$ cat src/rtl/axi4lite_slave_regs_if.sv
// AXI4-Lite bus bundle between a master and the axi4lite_slave_regs register bank.
interface axi4lite_slave_regs_if #(
  parameter int unsigned AXI_ADDR_WIDTH = 32,
  parameter int unsigned AXI_DATA_WIDTH = 32,
  parameter int unsigned AXI_STRB_WIDTH = AXI_DATA_WIDTH / 8
);
  logic                      AW_VALID;
  logic                      AW_READY;
  logic [AXI_ADDR_WIDTH-1:0] AW_ADDR;
  logic [2:0]                AW_PROT;
  logic                      W_VALID;
  logic                      W_READY;
  logic [AXI_DATA_WIDTH-1:0] W_DATA;
  logic [AXI_STRB_WIDTH-1:0] W_STRB;
  logic                      B_VALID;
  logic                      B_READY;
  logic [1:0]                B_RESP;
  logic                      AR_VALID;
  logic                      AR_READY;
  logic [AXI_ADDR_WIDTH-1:0] AR_ADDR;
  logic [2:0]                AR_PROT;
  logic                      R_VALID;
  logic                      R_READY;
  logic [AXI_DATA_WIDTH-1:0] R_DATA;
  logic [1:0]                R_RESP;

  modport master (
    output AW_VALID, AW_ADDR, AW_PROT, W_VALID, W_DATA, W_STRB, B_READY,
    output AR_VALID, AR_ADDR, AR_PROT, R_READY,
    input  AW_READY, W_READY, B_VALID, B_RESP, AR_READY, R_VALID, R_DATA, R_RESP
  );

  modport slave (
    input  AW_VALID, AW_ADDR, AW_PROT, W_VALID, W_DATA, W_STRB, B_READY,
    input  AR_VALID, AR_ADDR, AR_PROT, R_READY,
    output AW_READY, W_READY, B_VALID, B_RESP, AR_READY, R_VALID, R_DATA, R_RESP
  );
endinterface

$ cat src/rtl/axi4lite_slave_regs.sv
// AXI4-Lite slave with a bank of 32-bit control/status registers; word 0 is a read-only ID.
// Write and read channels are independent two-state FSMs with registered responses.
module axi4lite_slave_regs #(
  parameter int unsigned AXI_ADDR_WIDTH = 32,
  parameter int unsigned AXI_DATA_WIDTH = 32,
  parameter int unsigned AXI_STRB_WIDTH = AXI_DATA_WIDTH / 8,
  parameter int unsigned NUM_REGS       = 16,
  parameter logic [31:0] ID_VALUE       = 32'hA11E_0001
) (
  input  logic                               A_CLK,
  input  logic                               A_RSTn,
  axi4lite_slave_regs_if.slave               bus,
  output logic [NUM_REGS*AXI_DATA_WIDTH-1:0] reg_q,
  output logic [NUM_REGS-1:0]                wr_stb
);
  localparam int unsigned IDX_W       = $clog2(NUM_REGS);
  localparam logic [1:0]  RESP_OKAY   = 2'b00;
  localparam logic [1:0]  RESP_SLVERR = 2'b10;

  typedef enum logic {WR_IDLE = 1'b0, WR_RESP = 1'b1} wr_state_t;
  typedef enum logic {RD_IDLE = 1'b0, RD_RESP = 1'b1} rd_state_t;

  // Address is in range when every bit above the register index is zero.
  function automatic logic addr_in_range(input logic [AXI_ADDR_WIDTH-1:0] addr);
    return (addr[AXI_ADDR_WIDTH-1:IDX_W+2] == '0);
  endfunction

  function automatic logic [AXI_DATA_WIDTH-1:0] merge_bytes(
    input logic [AXI_DATA_WIDTH-1:0] old_w,
    input logic [AXI_DATA_WIDTH-1:0] new_w,
    input logic [AXI_STRB_WIDTH-1:0] strb
  );
    logic [AXI_DATA_WIDTH-1:0] res;
    res = old_w;
    for (int b = 0; b < AXI_STRB_WIDTH; b++) begin
      res[8*b +: 8] = strb[b] ? new_w[8*b +: 8] : old_w[8*b +: 8];
    end
    return res;
  endfunction

  wr_state_t                 wr_state_r;
  rd_state_t                 rd_state_r;
  logic                      aw_held_r;
  logic                      w_held_r;
  logic [AXI_ADDR_WIDTH-1:0] aw_addr_r;
  logic [AXI_DATA_WIDTH-1:0] w_data_r;
  logic [AXI_STRB_WIDTH-1:0] w_strb_r;
  logic                      b_valid_r;
  logic [1:0]                b_resp_r;
  logic                      r_valid_r;
  logic [1:0]                r_resp_r;
  logic [AXI_DATA_WIDTH-1:0] r_data_r;
  logic [NUM_REGS-1:0]       wr_stb_r;
  logic [AXI_DATA_WIDTH-1:0] regs_r [NUM_REGS];
  logic [AXI_DATA_WIDTH-1:0] rd_word_s [NUM_REGS];

  logic                      aw_hs_s;
  logic                      w_hs_s;
  logic                      ar_hs_s;
  logic                      commit_s;
  logic                      wr_ok_s;
  logic [AXI_ADDR_WIDTH-1:0] wr_addr_s;
  logic [AXI_DATA_WIDTH-1:0] wr_data_s;
  logic [AXI_STRB_WIDTH-1:0] wr_strb_s;
  logic [IDX_W-1:0]          wr_idx_s;
  logic [IDX_W-1:0]          rd_idx_s;
  logic                      unused_s;

  assign bus.AW_READY = (wr_state_r == WR_IDLE) & ~aw_held_r;
  assign bus.W_READY  = (wr_state_r == WR_IDLE) & ~w_held_r;
  assign bus.AR_READY = (rd_state_r == RD_IDLE);
  assign bus.B_VALID  = b_valid_r;
  assign bus.B_RESP   = b_resp_r;
  assign bus.R_VALID  = r_valid_r;
  assign bus.R_RESP   = r_resp_r;
  assign bus.R_DATA   = r_data_r;
  assign wr_stb       = wr_stb_r;

  assign aw_hs_s  = bus.AW_VALID & bus.AW_READY;
  assign w_hs_s   = bus.W_VALID & bus.W_READY;
  assign ar_hs_s  = bus.AR_VALID & bus.AR_READY;

  // A half already latched takes precedence over the live bus for the other half.
  assign wr_addr_s = aw_held_r ? aw_addr_r : bus.AW_ADDR;
  assign wr_data_s = w_held_r ? w_data_r : bus.W_DATA;
  assign wr_strb_s = w_held_r ? w_strb_r : bus.W_STRB;
  assign wr_idx_s  = wr_addr_s[IDX_W+1:2];
  assign rd_idx_s  = bus.AR_ADDR[IDX_W+1:2];
  assign commit_s  = (wr_state_r == WR_IDLE) & (aw_held_r | aw_hs_s) & (w_held_r | w_hs_s);
  assign wr_ok_s   = addr_in_range(wr_addr_s) & (wr_idx_s != '0);

  assign unused_s = ^{bus.AW_PROT, bus.AR_PROT, wr_addr_s[1:0], bus.AR_ADDR[1:0]};

  for (genvar i = 0; i < NUM_REGS; i++) begin : g_rd_word
    if (i == 0) begin : g_id
      assign rd_word_s[i] = ID_VALUE;
    end else begin : g_reg
      assign rd_word_s[i] = regs_r[i];
    end
    assign reg_q[i*AXI_DATA_WIDTH +: AXI_DATA_WIDTH] = rd_word_s[i];
  end

  // Write channel: latch AW/W independently, commit when both are present, then respond.
  always_ff @(posedge A_CLK or negedge A_RSTn) begin
    if (!A_RSTn) begin
      wr_state_r <= WR_IDLE;
      aw_held_r  <= 1'b0;
      w_held_r   <= 1'b0;
      aw_addr_r  <= '0;
      w_data_r   <= '0;
      w_strb_r   <= '0;
      b_valid_r  <= 1'b0;
      b_resp_r   <= RESP_OKAY;
      wr_stb_r   <= '0;
      for (int i = 0; i < NUM_REGS; i++) begin
        regs_r[i] <= '0;
      end
    end else begin
      wr_stb_r <= '0;
      case (wr_state_r)
        WR_IDLE: begin
          if (aw_hs_s) begin
            aw_held_r <= 1'b1;
            aw_addr_r <= bus.AW_ADDR;
          end
          if (w_hs_s) begin
            w_held_r <= 1'b1;
            w_data_r <= bus.W_DATA;
            w_strb_r <= bus.W_STRB;
          end
          if (commit_s) begin
            wr_state_r <= WR_RESP;
            b_valid_r  <= 1'b1;
            if (wr_ok_s) begin
              regs_r[wr_idx_s]   <= merge_bytes(regs_r[wr_idx_s], wr_data_s, wr_strb_s);
              wr_stb_r[wr_idx_s] <= 1'b1;
              b_resp_r           <= RESP_OKAY;
            end else begin
              b_resp_r <= RESP_SLVERR;
            end
          end
        end
        WR_RESP: begin
          if (bus.B_READY) begin
            b_valid_r  <= 1'b0;
            aw_held_r  <= 1'b0;
            w_held_r   <= 1'b0;
            wr_state_r <= WR_IDLE;
          end
        end
        default: begin
          wr_state_r <= WR_IDLE;
        end
      endcase
    end
  end

  // Read channel: sample the register bank on the AR handshake and hold until R_READY.
  always_ff @(posedge A_CLK or negedge A_RSTn) begin
    if (!A_RSTn) begin
      rd_state_r <= RD_IDLE;
      r_valid_r  <= 1'b0;
      r_resp_r   <= RESP_OKAY;
      r_data_r   <= '0;
    end else begin
      case (rd_state_r)
        RD_IDLE: begin
          if (ar_hs_s) begin
            rd_state_r <= RD_RESP;
            r_valid_r  <= 1'b1;
            if (addr_in_range(bus.AR_ADDR)) begin
              r_data_r <= rd_word_s[rd_idx_s];
              r_resp_r <= RESP_OKAY;
            end else begin
              r_data_r <= '0;
              r_resp_r <= RESP_SLVERR;
            end
          end
        end
        RD_RESP: begin
          if (bus.R_READY) begin
            r_valid_r  <= 1'b0;
            rd_state_r <= RD_IDLE;
          end
        end
        default: begin
          rd_state_r <= RD_IDLE;
        end
      endcase
    end
  end
endmodule

$ cat src/flat_wrapper.sv
// flat-port wrapper written by rule: the top's interface ports become plain ports
module axi4lite_slave_regs_flat 
#(
  parameter int unsigned AXI_ADDR_WIDTH = 32,
  parameter int unsigned AXI_DATA_WIDTH = 32,
  parameter int unsigned AXI_STRB_WIDTH = AXI_DATA_WIDTH / 8,
  parameter int unsigned NUM_REGS       = 16,
  parameter logic [31:0] ID_VALUE       = 32'hA11E_0001
)
  (A_CLK, A_RSTn, reg_q, wr_stb, bus_AW_VALID, bus_AW_ADDR, bus_AW_PROT, bus_W_VALID, bus_W_DATA, bus_W_STRB, bus_B_READY, bus_AR_VALID, bus_AR_ADDR, bus_AR_PROT, bus_R_READY, bus_AW_READY, bus_W_READY, bus_B_VALID, bus_B_RESP, bus_AR_READY, bus_R_VALID, bus_R_DATA, bus_R_RESP);
  axi4lite_slave_regs_if #(.AXI_ADDR_WIDTH(AXI_ADDR_WIDTH), .AXI_DATA_WIDTH(AXI_DATA_WIDTH), .AXI_STRB_WIDTH(AXI_STRB_WIDTH)) bus_i ();
  input  logic A_CLK;
  input  logic A_RSTn;
  output logic [NUM_REGS*AXI_DATA_WIDTH-1:0] reg_q;
  output logic [NUM_REGS-1:0] wr_stb;
  input wire logic [$bits(bus_i.AW_VALID)-1:0] bus_AW_VALID;
  input wire logic [$bits(bus_i.AW_ADDR)-1:0] bus_AW_ADDR;
  input wire logic [$bits(bus_i.AW_PROT)-1:0] bus_AW_PROT;
  input wire logic [$bits(bus_i.W_VALID)-1:0] bus_W_VALID;
  input wire logic [$bits(bus_i.W_DATA)-1:0] bus_W_DATA;
  input wire logic [$bits(bus_i.W_STRB)-1:0] bus_W_STRB;
  input wire logic [$bits(bus_i.B_READY)-1:0] bus_B_READY;
  input wire logic [$bits(bus_i.AR_VALID)-1:0] bus_AR_VALID;
  input wire logic [$bits(bus_i.AR_ADDR)-1:0] bus_AR_ADDR;
  input wire logic [$bits(bus_i.AR_PROT)-1:0] bus_AR_PROT;
  input wire logic [$bits(bus_i.R_READY)-1:0] bus_R_READY;
  output wire logic [$bits(bus_i.AW_READY)-1:0] bus_AW_READY;
  output wire logic [$bits(bus_i.W_READY)-1:0] bus_W_READY;
  output wire logic [$bits(bus_i.B_VALID)-1:0] bus_B_VALID;
  output wire logic [$bits(bus_i.B_RESP)-1:0] bus_B_RESP;
  output wire logic [$bits(bus_i.AR_READY)-1:0] bus_AR_READY;
  output wire logic [$bits(bus_i.R_VALID)-1:0] bus_R_VALID;
  output wire logic [$bits(bus_i.R_DATA)-1:0] bus_R_DATA;
  output wire logic [$bits(bus_i.R_RESP)-1:0] bus_R_RESP;
  assign bus_i.AW_VALID = bus_AW_VALID;
  assign bus_i.AW_ADDR = bus_AW_ADDR;
  assign bus_i.AW_PROT = bus_AW_PROT;
  assign bus_i.W_VALID = bus_W_VALID;
  assign bus_i.W_DATA = bus_W_DATA;
  assign bus_i.W_STRB = bus_W_STRB;
  assign bus_i.B_READY = bus_B_READY;
  assign bus_i.AR_VALID = bus_AR_VALID;
  assign bus_i.AR_ADDR = bus_AR_ADDR;
  assign bus_i.AR_PROT = bus_AR_PROT;
  assign bus_i.R_READY = bus_R_READY;
  assign bus_AW_READY = bus_i.AW_READY;
  assign bus_W_READY = bus_i.W_READY;
  assign bus_B_VALID = bus_i.B_VALID;
  assign bus_B_RESP = bus_i.B_RESP;
  assign bus_AR_READY = bus_i.AR_READY;
  assign bus_R_VALID = bus_i.R_VALID;
  assign bus_R_DATA = bus_i.R_DATA;
  assign bus_R_RESP = bus_i.R_RESP;
  axi4lite_slave_regs #(.AXI_ADDR_WIDTH(AXI_ADDR_WIDTH), .AXI_DATA_WIDTH(AXI_DATA_WIDTH), .AXI_STRB_WIDTH(AXI_STRB_WIDTH), .NUM_REGS(NUM_REGS), .ID_VALUE(ID_VALUE)) u_core (.A_CLK(A_CLK), .A_RSTn(A_RSTn), .bus(bus_i), .reg_q(reg_q), .wr_stb(wr_stb));
endmodule
$ cat config.mk
export PLATFORM = sky130hd
export DESIGN_NAME = axi4lite_slave_regs_flat
export DESIGN_NICKNAME = d
export VERILOG_FILES = /design/src/rtl/axi4lite_slave_regs_if.sv /design/src/rtl/axi4lite_slave_regs.sv /design/src/flat_wrapper.sv
export SDC_FILE = /design/constraint.sdc
export NUM_CORES = 1
export LEC_CHECK = 0
export BUFFER_PORTS_ARGS = -buffer_cell sky130_fd_sc_hd__buf_2
export CAP_MARGIN = 20
export CORE_ASPECT_RATIO = 1.75
export CORE_MARGIN = 4
export CORE_UTILIZATION = 39
export DETAILED_ROUTE_END_ITERATION = 8
export PLACE_DENSITY_LB_ADDON = 0.12
export SLEW_MARGIN = 0
export SYNTH_ARGS = -nofsm -noshare
export SYNTH_HDL_FRONTEND = slang
export SYNTH_SLANG_ARGS = --single-unit
$ cat constraint.sdc
create_clock -name A_CLK -period 4.8 [get_ports A_CLK]
set_clock_uncertainty 0.1 [all_clocks]
set_input_delay 1.44 -clock A_CLK [delete_from_list [all_inputs] [get_ports A_CLK]]
set_output_delay 1.44 -clock A_CLK [all_outputs]
set_load 0.01 [all_outputs]
==> results.txt <==
----------------------------------------------------
[Run status]
  Result of the run ... completed

[Place]
  Post-detailed-placement half-perimeter wirelength ... between 100000 and 150000 um
  Count of buffers inserted at the top-level ports ... 637
  Final weighted congestion of routability-driven global placement ... roughly 0.85

[Worst setup path]
  Crit path DAT ... 4.55 ns
  Critical path capture point type ... flip-flop
  Launching element of the worst setup path ... u_core.aw_held_r$_DFFE_PN0P_
  Critical path start-end classification ... reg2reg
  Required @ worst endpoint ... between 5 and 6 ns
  Startpoint of the worst register-to-register path ... u_core.aw_held_r$_DFFE_PN0P_
  Startpoint class of the critical path ... flip-flop
  Crit path max fanout ... 15

[Yosys]
  Sequential fraction of the synthesis area ... 41.88%
  Biggest area contributors in the synthesized netlist ... sky130_fd_sc_hd__dfrtp_1, sky130_fd_sc_hd__mux2_4, sky130_fd_sc_hd__buf_4, sky130_fd_sc_hd__mux2_2, sky130_fd_sc_hd__mux4_2
  Number of synthesized register bits ... 634
  Share of synthesized cell area in full adder, half adder and majority cells ... 0%
  Count of mapped cells out of synthesis ... around 3200
  Share of the synthesized area in compound gates (AO/OA/AOI/OAI) ... approximately 8.4%
  FFs w/ async S/R, synth ... 100.0%
  Mux contribution to synthesized area ... 27.08%
  Cell area after synthesis ... ~38000 um2
  YS warnings ... 0
  Fraction of synthesized cell area in xor and xnor cells ... 0%
  Main synth FF type ... sky130_fd_sc_hd__dfrtp_1
  Cell variety after synth ... 55
  Top cell type's share of synthesized area ... 41.88%
  Area fraction in and, or, nand and nor cells after synthesis ... under 10%
  Largest family of logic cells by synthesized area ... multiplexers
  Cell taking the most area after synthesis ... sky130_fd_sc_hd__dfrtp_1
  Number of flops mapped to enable cells by yosys ... 0
  Mean cell area of the mapped netlist ... about 12 um2

[Clocking]
  Later-pin clock latency in the skew report ... around 0.65 ns
  Buffers inserted by post-CTS timing repair ... 0
  CTS Sinks ... between 600 and 700
  TritonCTS buffer count ... ~70
  CTS tree ... yes
  Clock transition at path regs ... around 0.060 ns
  Max clock buf depth ... 3
  Root Driver ... sky130_fd_sc_hd__clkbuf_16
  Total number of H-tree levels ... 3
  Hold-fix buffers at CTS ... 0
  CTS resizes ... 0

[Global route]
  Wire length of the first global-routing pass ... around 220000 um
  Remaining Overflow, GRT ... 0
  Total routing resource utilization after global routing ... between 20% and 30%
  Antenna violations before repair ... 24
  Number of global-route vias before repair ... ~29000
  Pin count of the biggest net entering global routing ... 105

[Floorplanning]
  Vertical die dimension ... roughly 420 um
  Effective utilization at floorplan ... 39.24%
  Die boundary width ... ~240 um
  Core region area ... slightly below 100000 um2
  Top-level port count ... around 680
  Total die area ... 102400 um2
  Num rows ... approximately 150

[Layout]
  Leading cell types in the layout, fill and taps excluded ... sky130_fd_sc_hd__dfrtp_1, sky130_fd_sc_hd__buf_2, sky130_fd_sc_hd__nand3_1
  Leading cell type in the layout, fill and taps excluded ... sky130_fd_sc_hd__dfrtp_1
  Fraction of final layout cells with drive strength greater than 1 ... ~48%
  Layout overhead on the synthesized area ... 9.307%
  Final net count ... 3365

[Worst hold path]
  Type of the tightest min-delay check ... reg2reg
  Worst hold start ... u_core.regs_r[489]$_DFFE_PN0P_

[Routing]
  Iteration-0 DRC count of the detailed router ... between 2000 and 2500
  Post-DR vias/cell ... about 6
  Total met2 wirelength after detailed routing ... roughly 74000 um
  Total routed wire length on the met1 layer ... 57970 um
  Top Layer Used ... met5
  # DRC ... 0
  Number of vias after detailed routing ... around 28000
  Drt wl/cell ... about 33 um
  Antenna viol nets, final ... 0
  DR WL met3 ... roughly 13000 um
  DR pass1 iterations ... 6
  Detailed-route wire length ... 154700 um

[Power]
  Pleak ... about 20 nW
  Worst IR drop on VDD ... about 0.00034 V
  Areal power density over the cells ... ~430 nW/um2
  Design Power ... 0.01762 W

[Timing]
  Final critical path time including I/O delays and setup ... slightly above 4 ns
  Unrepaired setup endpoints after global routing ... no
  Number of setup violations in the final report ... 0
  Total negative slack ... 0 ns
  Max-slew violation total from the final report ... 0
  Relative max-transition margin ... approximately 22%
  Crit share post-route ... 85.99%
  Hold Vio Cnt, Final ... 0
  Actual slew at the worst max-slew pin ... 1.139 ns
  Achievable clock frequency ... roughly 240 MHz

[Run]
  Count of max-cap constraint violations ... 0

----------------------------------------------------
-- kinds of logic after synthesis --
kind of cell,after synthesis
mux,716
compound gates,435
buf+inv,851
simple gates,578
flops,634
other cells,2
-- critical path, cell delays in order, from the launching register on --
cell and delay (ns):
sky130_fd_sc_hd__dfrtp_1 0.88, sky130_fd_sc_hd__buf_4 0.35, sky130_fd_sc_hd__nor2_1 0.10, sky130_fd_sc_hd__a32oi_4 0.58, sky130_fd_sc_hd__buf_4 0.50, sky130_fd_sc_hd__a41oi_1 0.11, sky130_fd_sc_hd__nor4_1 0.62, sky130_fd_sc_hd__a21oi_2 0.36
sky130_fd_sc_hd__mux2_1 0.38
-- flip-flops by register name (all words and copies together) (netlist names), 4 cells and up --
name               cells
u_core.w_strb_r        4
u_core.reg_q         480
u_core.w_data_r       32
u_core.wr_stb         16
u_core.aw_addr_r      30
u_core.bus.R_DATA     32
u_core.regs_r         32
-- area by class of cell --
class	instances	area, um2
Sequential cell	634	15870
Multi-Input combinational cell	1764	16850
Fill cell	9056	55140
Inverter	10	37.54
Timing Repair Buffer	773	4653
Clock inverter	24	287.8
Clock buffer	100	2053
Tap cell	1300	1627
Antenna cell	14	35.03
-- cells in the mapped netlist, drive strengths merged (3+ instances only) --
master   number
mux2        571
or3          15
mux4         99
dfrtp       634
nand2        25
a22o          3
mux2i        46
nand4         6
nand3       377
buf         705
inv          10
nor2         43
nand2b        5
nor3         20
a211oi       56
nor2b        33
a21oi        32
o21ai       131
a41oi       124
a2111oi      21
nor4         43
a32oi         3
clkbuf      136
a21o         31
o22ai         4
a221oi       21
-- through the flow --
stage	cell area (um2)	utilization (%)	hold slack, ns	cells	setup slack, ns
after global routing	41410	42.89	0.2772	4619	0.6185
final	41410	42.89	0.2726	4619	0.6723
after floorplan	38010	-	0.3229	3249	1.239
after detailed placement	39020	40.41	0.2594	4479	0.3261
after global placement	39020	40.41	0.2588	4479	0.4181
after CTS	41360	42.84	0.2756	4603	0.7204
-- path summary, 6_finish.rpt --
kind / to / slack (ns) / depth (start not counted)
worst max-delay path: u_core.reg_q[133]$_DFFE_PN0P_ / 0.67 / 8
worst min-delay path: u_core.regs_r[489]$_DFFE_PN0P_ / 0.27 / 0
worst max register to register: u_core.reg_q[133]$_DFFE_PN0P_ / 0.67 / 8
worst min register to register: u_core.regs_r[489]$_DFFE_PN0P_ / 0.27 / 0
max in group asynchronous: u_core.reg_q[435]$_DFFE_PN0P_ / 2.51 / 2
min in group asynchronous: u_core.wr_stb[0]$_DFF_PN0_ / 0.82 / 1
-- layer usage --
layer	global-route usage, %	up-vias
met5	0	-
li1	-	11350
met2	48.13	1563
met3	6.886	360
met1	35.34	14360
met4	17.62	6
-- power breakdown --
| part | internal, W | leakage (nW) | total, W | switching [W] |
|---|---|---|---|---|
| logic | 0.00163 | 10.7 | 0.00593 | 0.00430 |
| clock network | 0.00325 | 1.16 | 0.00566 | 0.00241 |
| registers | 0.00568 | 8.67 | 0.00603 | 0.000347 |
(Power assumes the default switching activity.)
